[src/rtl/mem_port_arbiter_if.sv]
// ============================================================================
// Module      : mem_port_arbiter_if
// Description : Requester and memory-side signal bundle for mem_port_arbiter.
// Revision    : 1.0 - initial release
// ============================================================================
`default_nettype none

interface mem_port_arbiter_if #(
    parameter int ADDR_W = 32,
    parameter int DATA_W = 32
);
    logic              cpu_req;
    logic              cpu_wr;
    logic [ADDR_W-1:0] cpu_addr;
    logic [DATA_W-1:0] cpu_wdata;
    logic              cpu_ack;
    logic [DATA_W-1:0] cpu_rdata;

    logic              ldr_req;
    logic              ldr_wr;
    logic [ADDR_W-1:0] ldr_addr;
    logic [DATA_W-1:0] ldr_wdata;
    logic              ldr_ack;
    logic [DATA_W-1:0] ldr_rdata;

    logic [ADDR_W-1:0] mem_addr;
    logic              mem_wr;
    logic [DATA_W-1:0] mem_wdata;
    logic [DATA_W-1:0] mem_rdata;

    logic              busy;
    logic              owner;

    modport slave (
        input  cpu_req, cpu_wr, cpu_addr, cpu_wdata,
        input  ldr_req, ldr_wr, ldr_addr, ldr_wdata,
        input  mem_rdata,
        output cpu_ack, cpu_rdata, ldr_ack, ldr_rdata,
        output mem_addr, mem_wr, mem_wdata, busy, owner
    );

    modport master (
        output cpu_req, cpu_wr, cpu_addr, cpu_wdata,
        output ldr_req, ldr_wr, ldr_addr, ldr_wdata,
        output mem_rdata,
        input  cpu_ack, cpu_rdata, ldr_ack, ldr_rdata,
        input  mem_addr, mem_wr, mem_wdata, busy, owner
    );
endinterface

`default_nettype wire

[src/rtl/mem_port_arbiter.sv]
// ============================================================================
// Module      : mem_port_arbiter
// Description : Two-requester arbiter (CPU priority, loader anti-starvation)
//               for a single-ported fixed-latency memory.
// Revision    : 1.0 - initial release
// ============================================================================
`default_nettype none

module mem_port_arbiter #(
    parameter int ADDR_W   = 32,
    parameter int DATA_W   = 32,
    parameter int MEM_LAT  = 2,
    parameter int MAX_WAIT = 4
) (
    input  wire logic         clk,
    input  wire logic         rst_n,
    mem_port_arbiter_if.slave bus
);

    localparam int CNT_W    = $clog2(MEM_LAT) + 1;
    localparam int STARVE_W = $clog2(MAX_WAIT + 1);
    localparam logic [CNT_W-1:0]    CNT_INIT   = CNT_W'(MEM_LAT - 1);
    localparam logic [STARVE_W-1:0] STARVE_MAX = STARVE_W'(MAX_WAIT);

    typedef enum logic [1:0] {
        IDLE   = 2'd0,
        ACCESS = 2'd1,
        DONE   = 2'd2
    } state_t;

    state_t              r_state;
    logic [CNT_W-1:0]    r_cnt;
    logic [STARVE_W-1:0] r_starve;
    logic                r_owner;
    logic                r_busy;
    logic                r_wr;
    logic                r_mem_wr;
    logic [ADDR_W-1:0]   r_mem_addr;
    logic [DATA_W-1:0]   r_mem_wdata;
    logic [DATA_W-1:0]   r_rdata;
    logic                r_cpu_ack;
    logic                r_ldr_ack;

    logic w_ldr_win;

    // Loader wins when alone, or when it has waited out MAX_WAIT CPU grants.
    assign w_ldr_win = bus.ldr_req && (!bus.cpu_req || (r_starve == STARVE_MAX));

    always_ff @(posedge clk or negedge rst_n) begin
        if (!rst_n) begin
            r_state     <= IDLE;
            r_cnt       <= '0;
            r_starve    <= '0;
            r_owner     <= 1'b0;
            r_busy      <= 1'b0;
            r_wr        <= 1'b0;
            r_mem_wr    <= 1'b0;
            r_mem_addr  <= '0;
            r_mem_wdata <= '0;
            r_rdata     <= '0;
            r_cpu_ack   <= 1'b0;
            r_ldr_ack   <= 1'b0;
        end else begin
            r_cpu_ack <= 1'b0;
            r_ldr_ack <= 1'b0;
            case (r_state)
                IDLE: begin
                    if (!bus.ldr_req) begin
                        r_starve <= '0;
                    end
                    if (bus.cpu_req || bus.ldr_req) begin
                        r_state <= ACCESS;
                        r_busy  <= 1'b1;
                        r_cnt   <= CNT_INIT;
                        if (w_ldr_win) begin
                            r_owner     <= 1'b1;
                            r_wr        <= bus.ldr_wr;
                            r_mem_wr    <= bus.ldr_wr;
                            r_mem_addr  <= bus.ldr_addr;
                            r_mem_wdata <= bus.ldr_wdata;
                            r_starve    <= '0;
                        end else begin
                            r_owner     <= 1'b0;
                            r_wr        <= bus.cpu_wr;
                            r_mem_wr    <= bus.cpu_wr;
                            r_mem_addr  <= bus.cpu_addr;
                            r_mem_wdata <= bus.cpu_wdata;
                            if (bus.ldr_req && (r_starve != STARVE_MAX)) begin
                                r_starve <= r_starve + 1'b1;
                            end
                        end
                    end
                end
                ACCESS: begin
                    // Single write strobe: only the first ACCESS cycle drives mem_wr.
                    r_mem_wr <= 1'b0;
                    if (r_cnt == '0) begin
                        r_state     <= DONE;
                        r_mem_addr  <= '0;
                        r_mem_wdata <= '0;
                        if (!r_wr) begin
                            r_rdata <= bus.mem_rdata;
                        end
                        if (r_owner) begin
                            r_ldr_ack <= 1'b1;
                        end else begin
                            r_cpu_ack <= 1'b1;
                        end
                    end else begin
                        r_cnt <= r_cnt - 1'b1;
                    end
                end
                DONE: begin
                    r_state <= IDLE;
                    r_busy  <= 1'b0;
                end
                default: begin
                    r_state <= IDLE;
                    r_busy  <= 1'b0;
                end
            endcase
        end
    end

    assign bus.cpu_ack   = r_cpu_ack;
    assign bus.ldr_ack   = r_ldr_ack;
    assign bus.cpu_rdata = r_rdata;
    assign bus.ldr_rdata = r_rdata;
    assign bus.mem_addr  = r_mem_addr;
    assign bus.mem_wr    = r_mem_wr;
    assign bus.mem_wdata = r_mem_wdata;
    assign bus.busy      = r_busy;
    assign bus.owner     = r_owner;

endmodule

`default_nettype wire

[src/flat_wrapper.sv]
// flat-port wrapper written by rule: the top's interface ports become plain ports
module mem_port_arbiter_flat 
#(
    parameter int ADDR_W   = 32,
    parameter int DATA_W   = 32,
    parameter int MEM_LAT  = 2,
    parameter int MAX_WAIT = 4
)
  (clk, rst_n, bus_cpu_req, bus_cpu_wr, bus_cpu_addr, bus_cpu_wdata, bus_ldr_req, bus_ldr_wr, bus_ldr_addr, bus_ldr_wdata, bus_mem_rdata, bus_cpu_ack, bus_cpu_rdata, bus_ldr_ack, bus_ldr_rdata, bus_mem_addr, bus_mem_wr, bus_mem_wdata, bus_busy, bus_owner);
  mem_port_arbiter_if #(.ADDR_W(ADDR_W), .DATA_W(DATA_W)) bus_i ();
  input  wire logic clk;
  input  wire logic rst_n;
  input wire logic [$bits(bus_i.cpu_req)-1:0] bus_cpu_req;
  input wire logic [$bits(bus_i.cpu_wr)-1:0] bus_cpu_wr;
  input wire logic [$bits(bus_i.cpu_addr)-1:0] bus_cpu_addr;
  input wire logic [$bits(bus_i.cpu_wdata)-1:0] bus_cpu_wdata;
  input wire logic [$bits(bus_i.ldr_req)-1:0] bus_ldr_req;
  input wire logic [$bits(bus_i.ldr_wr)-1:0] bus_ldr_wr;
  input wire logic [$bits(bus_i.ldr_addr)-1:0] bus_ldr_addr;
  input wire logic [$bits(bus_i.ldr_wdata)-1:0] bus_ldr_wdata;
  input wire logic [$bits(bus_i.mem_rdata)-1:0] bus_mem_rdata;
  output wire logic [$bits(bus_i.cpu_ack)-1:0] bus_cpu_ack;
  output wire logic [$bits(bus_i.cpu_rdata)-1:0] bus_cpu_rdata;
  output wire logic [$bits(bus_i.ldr_ack)-1:0] bus_ldr_ack;
  output wire logic [$bits(bus_i.ldr_rdata)-1:0] bus_ldr_rdata;
  output wire logic [$bits(bus_i.mem_addr)-1:0] bus_mem_addr;
  output wire logic [$bits(bus_i.mem_wr)-1:0] bus_mem_wr;
  output wire logic [$bits(bus_i.mem_wdata)-1:0] bus_mem_wdata;
  output wire logic [$bits(bus_i.busy)-1:0] bus_busy;
  output wire logic [$bits(bus_i.owner)-1:0] bus_owner;
  assign bus_i.cpu_req = bus_cpu_req;
  assign bus_i.cpu_wr = bus_cpu_wr;
  assign bus_i.cpu_addr = bus_cpu_addr;
  assign bus_i.cpu_wdata = bus_cpu_wdata;
  assign bus_i.ldr_req = bus_ldr_req;
  assign bus_i.ldr_wr = bus_ldr_wr;
  assign bus_i.ldr_addr = bus_ldr_addr;
  assign bus_i.ldr_wdata = bus_ldr_wdata;
  assign bus_i.mem_rdata = bus_mem_rdata;
  assign bus_cpu_ack = bus_i.cpu_ack;
  assign bus_cpu_rdata = bus_i.cpu_rdata;
  assign bus_ldr_ack = bus_i.ldr_ack;
  assign bus_ldr_rdata = bus_i.ldr_rdata;
  assign bus_mem_addr = bus_i.mem_addr;
  assign bus_mem_wr = bus_i.mem_wr;
  assign bus_mem_wdata = bus_i.mem_wdata;
  assign bus_busy = bus_i.busy;
  assign bus_owner = bus_i.owner;
  mem_port_arbiter #(.ADDR_W(ADDR_W), .DATA_W(DATA_W), .MEM_LAT(MEM_LAT), .MAX_WAIT(MAX_WAIT)) u_core (.clk(clk), .rst_n(rst_n), .bus(bus_i));
endmodule
[config.mk]
export PLATFORM = sky130hd
export DESIGN_NAME = mem_port_arbiter_flat
export DESIGN_NICKNAME = d
export VERILOG_FILES = /design/src/rtl/mem_port_arbiter_if.sv /design/src/rtl/mem_port_arbiter.sv /design/src/flat_wrapper.sv
export SDC_FILE = /design/constraint.sdc
export NUM_CORES = 1
export LEC_CHECK = 0
export ABC_AREA = 0
export BUFFER_PORTS_ARGS = -buffer_cell sky130_fd_sc_hd__buf_2
export CAP_MARGIN = 10
export CORE_AREA = 2 2 115 117
export DETAILED_ROUTE_END_ITERATION = 10
export DIE_AREA = 0 0 117 119
export PLACE_DENSITY_LB_ADDON = 0.15
export SETUP_SLACK_MARGIN = 0.02
export SYNTH_ARGS = -nofsm -noshare
export SYNTH_HDL_FRONTEND = slang
export SYNTH_SLANG_ARGS = --single-unit
[constraint.sdc]
create_clock -name clk -period 3 [get_ports clk]
set_input_delay 0.15 -clock clk [delete_from_list [all_inputs] [get_ports clk]]
set_output_delay 0.15 -clock clk [all_outputs]
set_load 0.03 [all_outputs]
## Word-level counts from Yosys, hierarchy flattened

Cells that the tools add are included.
W data, S select, Z words.

| cells by class | value |
|---|---|
| bitwise gates (word level) | 2 |
| add/sub/neg operators | 2 |
| equality and inequality tests | 6 |
| multiplexer cells | 28 |
| reduce and logical (&&, ||, !) cells | 15 |

Operators by type and width:

| operator | count |
|---|---|
| $mux W32 | 5 |
| $pmux W32 S2 | 2 |
| $mux W3 | 4 |
| $mux W1 | 10 |
| $reduce_and A3 Y1 | 3 |
| $pmux W2 S2 | 2 |
| $reduce_and A2 Y1 | 4 |
| $mux W2 | 3 |
| $logic_not A2 Y1 | 2 |
| $ne A2 B1 Y1 const B | 2 |
| $pmux W1 S2 | 2 |
| $add A3 B1 Y3 const B | 1 |
| $eq A3 B3 Y1 const B | 1 |
| $ne A3 B3 Y1 const B | 1 |
| $eq A2 B1 Y1 const B | 1 |
| $logic_and A1 B1 Y1 | 2 |
| $logic_or A1 B1 Y1 | 2 |
| $ne A2 B2 Y1 const B | 1 |
| $not A1 Y1 | 2 |
| $reduce_bool A2 Y1 | 1 |
| $sub A2 B1 Y2 const B | 1 |
| $logic_not A1 Y1 | 1 |

| word-level totals | value |
|---|---|
| output and inout bits | 133 |
| bits of input ports | 166 |
| register bits after elaboration | 109 |
| word-level logic and storage cells | 65 |

## Longest topological paths before layout

Gate-level depths: netlist of run 1.

| depth | value |
|---|---|
| word-level depth | 6 |
| mapped depth | 7 |
| mapped depth without buffers | 5 |

## Worst setup path before layout of run 1

Ideal clock, no wire load.

| timing path | value |
|---|---|
| kind | reg2reg |
| start point | register u_core.r_cnt[0] |
| end point | register u_core.r_rdata[14] (netlist: u_core.bus.cpu_rdata[14]) |
| data arrival time | 1415 ps |
| data required time | 2875 ps |
| buffers on the path | 1 |
| stages on the path, launching flop included | 7 |
| slack | 1460 ps |
| clock period less this slack | 1540 ps |
| library setup time | 125 ps |
| cells stage by stage | dfrtp_1 > inv_1 > ha_1 > nand3b_1 > nor2_2 > buf_4 > mux2_2 |

| on the way | value |
|---|---|
| longest elaborated chain between the ends | 2 |

Ends and longest elaborated chain:

| element | RTL line | text |
|---|---|---|
| from (decl) | mem_port_arbiter.sv:32 | `logic [CNT_W-1:0] r_cnt;` |
| from (signal assigned) | mem_port_arbiter.sv:110 | `r_cnt <= r_cnt - 1'b1;` |
| $logic_not A2 Y1 | mem_port_arbiter.sv:97 | `if (r_cnt == '0) begin` |
| $reduce_and A3 Y1 (no line) | - |  |
| to (signal assigned) | mem_port_arbiter.sv:102 | `r_rdata <= bus.mem_rdata;` |
| to (decl) | mem_port_arbiter.sv:40 | `logic [DATA_W-1:0] r_rdata;` |

Every way passes these cells.
A chain may end at the register's enable or synchronous reset.

## Worst setup path in the final report of run 1

| timing path | value |
|---|---|
| start point | register u_core.r_cnt[0] |
| end point | register u_core.r_mem_wdata[23] (netlist: u_core.bus.mem_wdata[23]) |

| on the way | value |
|---|---|
| longest elaborated chain between the ends | 3 |

Ends and longest elaborated chain:

| element | RTL line | text |
|---|---|---|
| $logic_not A2 Y1 | mem_port_arbiter.sv:97 |  |
| $ne A2 B1 Y1 (no line) | - |  |
| $reduce_and A3 Y1 (no line) | - |  |
| to (signal assigned) | mem_port_arbiter.sv:80 | `r_mem_wdata <= bus.ldr_wdata;` |
| to (signal assigned) | mem_port_arbiter.sv:87 | `r_mem_wdata <= bus.cpu_wdata;` |
| to (decl) | mem_port_arbiter.sv:39 | `logic [DATA_W-1:0] r_mem_wdata;` |

Every way passes these cells.

==> impl_metrics.py, run 1 <==
metrics = {
    "yosys": {
        "async_flop_share_pct": 100,
        "synth.avg_cell_area_um2": 10.2,
        "ys_ff_latch": 109,
        "synth_top_cell_by_area": "dfrtp_1",
        "syn_nets": 690,
        "synth_cells": 521,
        "ys_seq_area_share_pct": 51.2,
        "netlist_top_cells_area": "dfrtp_1, a22o_1, nand2_1, o22ai_1, mux2_2",
        "synth_ff_type": "dfrtp_1",
        "syn_area_um2": 5330,
        "synth.distinct_cells": 35,
        "synth_edf_count": 0,
        "yosys_warnings": 0,
        "yosysTopAreaCellShare_pct": 51.2,
    },
    "timing": {
        "fmax_mhz": 500,
        "maxSlewHeadroom_pct": 23.2,
        "finalHoldViolCount": 0,
        "setup_tns_ps": 0,
        "rsz0062_at_grt": "no",
        "worst_pin_slew_ps": 1150,
        "setup_violations": 0,
        "slew_violations": 0,
        "period_share_pct": 66.7,
        "whs_ps": 18.7,
        "clock_skew_ps": 10.6,
        "period_minus_slack_ps": 2000,
    },
    "route": {
        "drc": 0,
        "vias": 4783,
        "wire_per_inst_um": 15.6,
        "final_antenna_net_count": 0,
        "first_pass_iters": 5,
        "drtIter0Drc": 206,
        "vias_per_cell": 5.08,
        "wl_mm": 14.7,
    },
    "critical_path": {
        "critPathMaxFanout": 64,
        "critPathCaptureType": "flip-flop",
        "crit_type": "reg -> reg",
        "cp-start-kind": "flip-flop",
        "critPathRequiredTime_ps": 3230,
        "cp.arrival_ps": 2230,
    },
    "layout": {
        "regArea_um2": 2730,
        "final_common_cell": "buf_2",
        "drive_gt1_share_pct": 46.7,
        "multi_input_area_um2": 2080,
        "num_antenna_cells": 0,
        "nets": 930,
        "final_cell_mix": "buf_2, nand2_1, dfrtp_1, o22ai_1, a22o_1",
        "syn2layout_area_growth_pct": 31.8,
        "fillers": 1160,
        "design_area_um2": 7020,
    },
    "floorplanning": {
        "die_area_um2": 13900,
        "rows": 42,
        "io_pins": 299,
        "start_util_pct": 41.4,
        "die-height_um": 119,
        "core-area_um2": 12900,
        "die_w_um": 117,
    },
    "grt": {
        "grt_pass1_wl_mm": 22.4,
        "grt.overflow.total": 0,
        "grt_max_degree": 68,
        "grt_util_all_layers_pct": 20.6,
        "antenna_found_initial": 0,
        "grt_pass1_vias": 4560,
    },
    "power_and_ir_drop": {
        "power.leakage_nw": 3.73,
        "power.density_nw_per_um2": 1160,
        "max-vdd-ir-drop_mv": 0.451,
        "power_mw": 8.16,
    },
    "clock_network": {
        "clock_latency_ps": 350,
        "hold_buffers": 1,
        "cts-root-buf": "clkbuf_16",
        "cts_setup_buffers": 0,
        "cts_tree": "done",
        "clkSinkCount": 109,
        "path_clk_slew_ps": 70,
        "cts-resized-gates": 0,
        "htree_levels": 3,
        "clock_path_buffers": 2,
        "cts_made_buffers": 9,
    },
    "hold_path": {
        "worstHoldPathType": "in -> reg",
    },
    "placement": {
        "dp_hpwl_mm": 10.5,
        "port_buffers": 298,
        "placed_area_um2": 6660,
        "gp_congestion": 0.836,
    },
    "job": {
        "cap_violations": 0,
    },
    "status": {
        "status": "completed",
    },
}
-- worst max-delay path: stages, from the launching register on --
cell     delay, ps
dfrtp_1        360
inv_1           80
ha_1           190
inv_1           70
a211o_2        730
a22o_1         410
-- sequential cells by signal (all words and copies together) (netlist names) --
| signal | cells |
|---|---|
| u_core.bus.busy | 1 |
| u_core.r_starve | 3 |
| u_core.r_state | 2 |
| u_core.r_wr | 1 |
| u_core.bus.owner | 1 |
| u_core.bus.cpu_rdata | 32 |
| u_core.bus.mem_wr | 1 |
| u_core.bus.mem_wdata | 32 |
| u_core.bus.cpu_ack | 1 |
| u_core.r_cnt | 2 |
| u_core.bus.mem_addr | 32 |
| u_core.bus.ldr_ack | 1 |
-- area by class of cell --
cell class                      count  share of cell area, %
Sequential cell                   109                   38.8
Tap cell                          176                   3.14
Multi-Input combinational cell    325                   29.7
Timing Repair Buffer              307                   22.8
Clock buffer                       10                   3.40
Clock inverter                      6                   1.66
Inverter                            9                  0.481
-- metrics by stage --
| step | setup WS [ps] | instances | utilization, % |
|---|---|---|---|
| after global routing | 828 | 942 | 54.5 |
| after global placement | 1060 | 925 | 51.7 |
| after detailed placement | 1010 | 925 | 51.7 |
| final | 999 | 942 | 54.5 |
| after CTS | 1010 | 942 | 54.5 |
| after floorplan | 1460 | 521 | - |
-- cell families (layout without fill, tap and decap cells) --
family	count (synthesis)	count (layout)	synth area share (%)
flip-flops	109	109	51.2
multiplexers	34	34	7.16
AND/OR/NAND/NOR	146	146	11.0
adder cells (fa/ha/maj)	3	3	0.705
buffers and inverters	87	332	10.0
AO/OA/AOI/OAI	142	142	19.9
-- power by group --
group	total [mW]	internal, mW	leakage [nW]	switching (mW)
Combinational	4.25	1.40	2.18	2.85
Sequential	2.52	2.11	1.37	0.405
Clock	1.38	0.846	0.174	0.538
Total	8.16	4.36	3.73	3.80
-- metal layers --
| layer | vias to the layer above | wire length (um) | GRT usage, % |
|---|---|---|---|
| li1 | 2298 | - | - |
| met1 | 2238 | 5950 | 25.2 |
| met2 | 220 | 7310 | 35.3 |
| met3 | 27 | 1030 | 3.51 |
| met4 | 0 | 392 | 9.12 |
| met5 | - | 0 | 0 |
-- cells in the mapped netlist, types with 2 or more instances --
cell	count
o2bb2ai_1	2
o21ai_0	4
mux2_2	29
nand4_1	2
buf_2	15
nand3b_1	3
ha_1	3
nand2_1	129
clkbuf_1	13
dfrtp_1	109
o22ai_1	64
buf_6	7
mux2_1	4
nand3_1	2
nor2_1	3
buf_4	36
buf_1	7
a22o_1	64
inv_1	9
-- worst paths after layout --
path                                    from                        to  slack, ps  cells after the start
setup / recovery             u_core.r_cnt[0]  u_core.bus.mem_wdata[23]       1000                      5
hold / removal             bus_mem_rdata[13]  u_core.bus.cpu_rdata[13]         20                      2
setup reg to reg             u_core.r_cnt[0]  u_core.bus.mem_wdata[23]       1000                      5
hold reg to reg             u_core.bus.owner        u_core.bus.cpu_ack        490                      1
max in group asynchronous              rst_n        u_core.r_starve[1]       1880                      3
min in group asynchronous              rst_n  u_core.bus.mem_wdata[21]        360                      2
(Power assumes the default switching activity.)
==> inputs of run 2 (changes only) <==
--- a/config.mk
+++ b/config.mk
@@ -8,9 +8,9 @@
 export ABC_AREA = 0
 export BUFFER_PORTS_ARGS = -buffer_cell sky130_fd_sc_hd__buf_2
 export CAP_MARGIN = 10
-export CORE_AREA = 2 2 115 117
+export CORE_MARGIN = 2
+export CORE_UTILIZATION = 40
 export DETAILED_ROUTE_END_ITERATION = 10
-export DIE_AREA = 0 0 117 119
 export PLACE_DENSITY_LB_ADDON = 0.15
 export SETUP_SLACK_MARGIN = 0.02
 export SYNTH_ARGS = -nofsm -noshare
==> constraint.sdc (replaced) <==
create_clock -name clk -period 1.8 [get_ports clk]
set_input_delay 0.09 -clock clk [delete_from_list [all_inputs] [get_ports clk]]
set_output_delay 0.09 -clock clk [all_outputs]
set_load 0.03 [all_outputs]
==> impl_metrics.py, run 2 (same netlist as run 1, synthesis figures left out) <==
metrics = {
    "status": {
        "status": "completed",
    },
    "grt": {
        "grt_max_degree": 66,
        "grt_pass1_wl_mm": 23.0,
        "met1_usage_pct": 24.9,
        "grt_util_all_layers_pct": 20.2,
        "top_usage_layer": "met2",
        "use_met2_pct": 35.7,
        "antenna_found_initial": 0,
        "met3_usage_pct": 3.45,
        "grt_pass1_vias": 4697,
        "grt.overflow.total": 0,
    },
    "timing": {
        "fmax_mhz": 595,
        "slew_violations": 0,
        "period_share_pct": 93.3,
        "whs_ps": 73.0,
        "setup_violations": 0,
        "finalHoldViolCount": 0,
        "period_minus_slack_ps": 1680,
        "clock_skew_ps": 9.73,
        "layout_setup_ws_ps": 120,
        "worst_pin_slew_ps": 647,
        "setup_tns_ps": 0,
        "maxSlewHeadroom_pct": 56.9,
        "rsz0062_at_grt": "no",
    },
    "route": {
        "final_antenna_net_count": 0,
        "wire_per_inst_um": 15.1,
        "vias": 4889,
        "drtIter0Drc": 222,
        "drc": 0,
        "vias_per_cell": 4.98,
        "first_pass_iters": 4,
        "wl_mm": 14.9,
    },
    "critical_path": {
        "reg2reg_depth": 6,
        "cp_num_cells": 6,
        "cp.arrival_ps": 1910,
        "path_cells": "inv_1 -> ha_1 -> inv_1 -> a211o_2 -> buf_12 -> a22o_1",
        "crit_top_cell": "inv_1",
        "worst-path-buf-inv": 3,
        "crit_family": "compound AO/OA/AOI/OAI gates",
        "critPathCaptureType": "flip-flop",
        "crit_type": "reg -> reg",
        "critPathRequiredTime_ps": 2030,
        "cp-start-kind": "flip-flop",
        "critPathMaxFanout": 51,
        "cp_slowest_stage_delay_ps": 370,
        "slowest_stage": "a211o_2",
    },
    "clock_network": {
        "path_clk_slew_ps": 60,
        "cts_setup_buffers": 0,
        "clock_path_buffers": 2,
        "cts_tree": "done",
        "cts-root-buf": "clkbuf_16",
        "htree_levels": 3,
        "clock_latency_ps": 340,
        "cts_made_buffers": 9,
        "clkSinkCount": 109,
    },
    "placement": {
        "dp_hpwl_mm": 10.6,
        "port_buffers": 298,
        "gp_congestion": 0.787,
        "pre_cts_ws_ps": 127,
    },
    "layout": {
        "nets": 970,
        "drive_gt1_share_pct": 45.2,
        "fillers": 1176,
        "num_antenna_cells": 0,
        "final_cell_mix": "buf_2, nand2_1, dfrtp_1, o22ai_1, a22o_1",
        "syn2layout_area_growth_pct": 39.5,
        "final_common_cell": "buf_2",
    },
    "power_and_ir_drop": {
        "p_switching_mw": 6.34,
        "power_frac_comb_pct": 54.2,
        "internal-power_mw": 7.29,
        "p_sw_share_pct": 46.5,
        "p_clk_share_pct": 15.0,
        "power_frac_seq_pct": 30.8,
        "power.density_nw_per_um2": 1830,
        "max-vdd-ir-drop_mv": 0.789,
        "power_mw": 13.6,
        "power.leakage_nw": 3.91,
    },
    "floorplanning": {
        "die_w_um": 119,
        "rows": 42,
        "die-height_um": 119,
        "die_area_um2": 14300,
        "core-area_um2": 13100,
        "io_pins": 299,
        "start_util_pct": 40.5,
    },
    "hold_path": {
        "worstHoldPathType": "in -> reg",
        "holdPathStages": 3,
    },
    "job": {
        "cap_violations": 0,
    },
}
-- run 2: layout make-up --
type	count	area [um^2]	share of cell area (%)
Sequential cell	109	2730	36.7
Multi-Input combinational cell	325	2080	28.0
Timing Repair Buffer	347	2060	27.7
Clock buffer	11	233	3.13
Tap cell	176	220	2.96
Clock inverter	5	75.1	1.01
Inverter	9	33.8	0.455
-- run 2: what timing repair did --
item                                   in CTS  in global routing
hold buffers                               33                  0
resized for setup                           0                  0
endpoints found under the hold margin      60                  0
-- run 2: final timing paths --
kind,slack [ps],endpoint,startpoint
hold / removal,70,u_core.r_wr,bus_cpu_wr
min in group asynchronous,240,u_core.bus.mem_wdata[22],rst_n
max in group asynchronous,970,u_core.bus.cpu_rdata[17],rst_n
setup reg to reg,120,u_core.bus.mem_addr[25],u_core.r_cnt[0]
setup / recovery,120,u_core.bus.mem_addr[25],u_core.r_cnt[0]
hold reg to reg,460,u_core.bus.cpu_ack,u_core.bus.owner
-- run 2: through the flow --
stage	utilization [%]	instances	cell area [um^2]
CTS	56.6	982	7430
global route	56.6	982	7430
finish	56.6	982	7430
global placement	51.7	933	6790
floorplan	-	521	5330
detailed placement	51.7	933	6790
-- run 2: layer usage --
layer  vias to the layer above  share of wire (%)  routed length, um
met3                        20                6.1                908
met5                         -                  0                  0
met4                         0                2.0                296
li1                       2377                  -                  -
met1                      2289                 41               6130
met2                       203                 51               7520
-- run 2: power by group through the flow --
| stage | logic [mW] | registers (mW) | clock network (mW) |
|---|---|---|---|
| floorplan | 3.80 | 6.10 | 0 |
| global placement | 7.28 | 4.19 | 0 |
| detailed placement | 7.40 | 4.20 | 0 |
| CTS | 7.44 | 4.19 | 2.11 |
| global route | 7.85 | 4.33 | 2.21 |
| finish | 7.39 | 4.19 | 2.04 |
-- run 2: tightest hold or removal path, stage by stage --
cell       delay [ps]
buf_2             100
o2111ai_1         100
nand3b_1           80
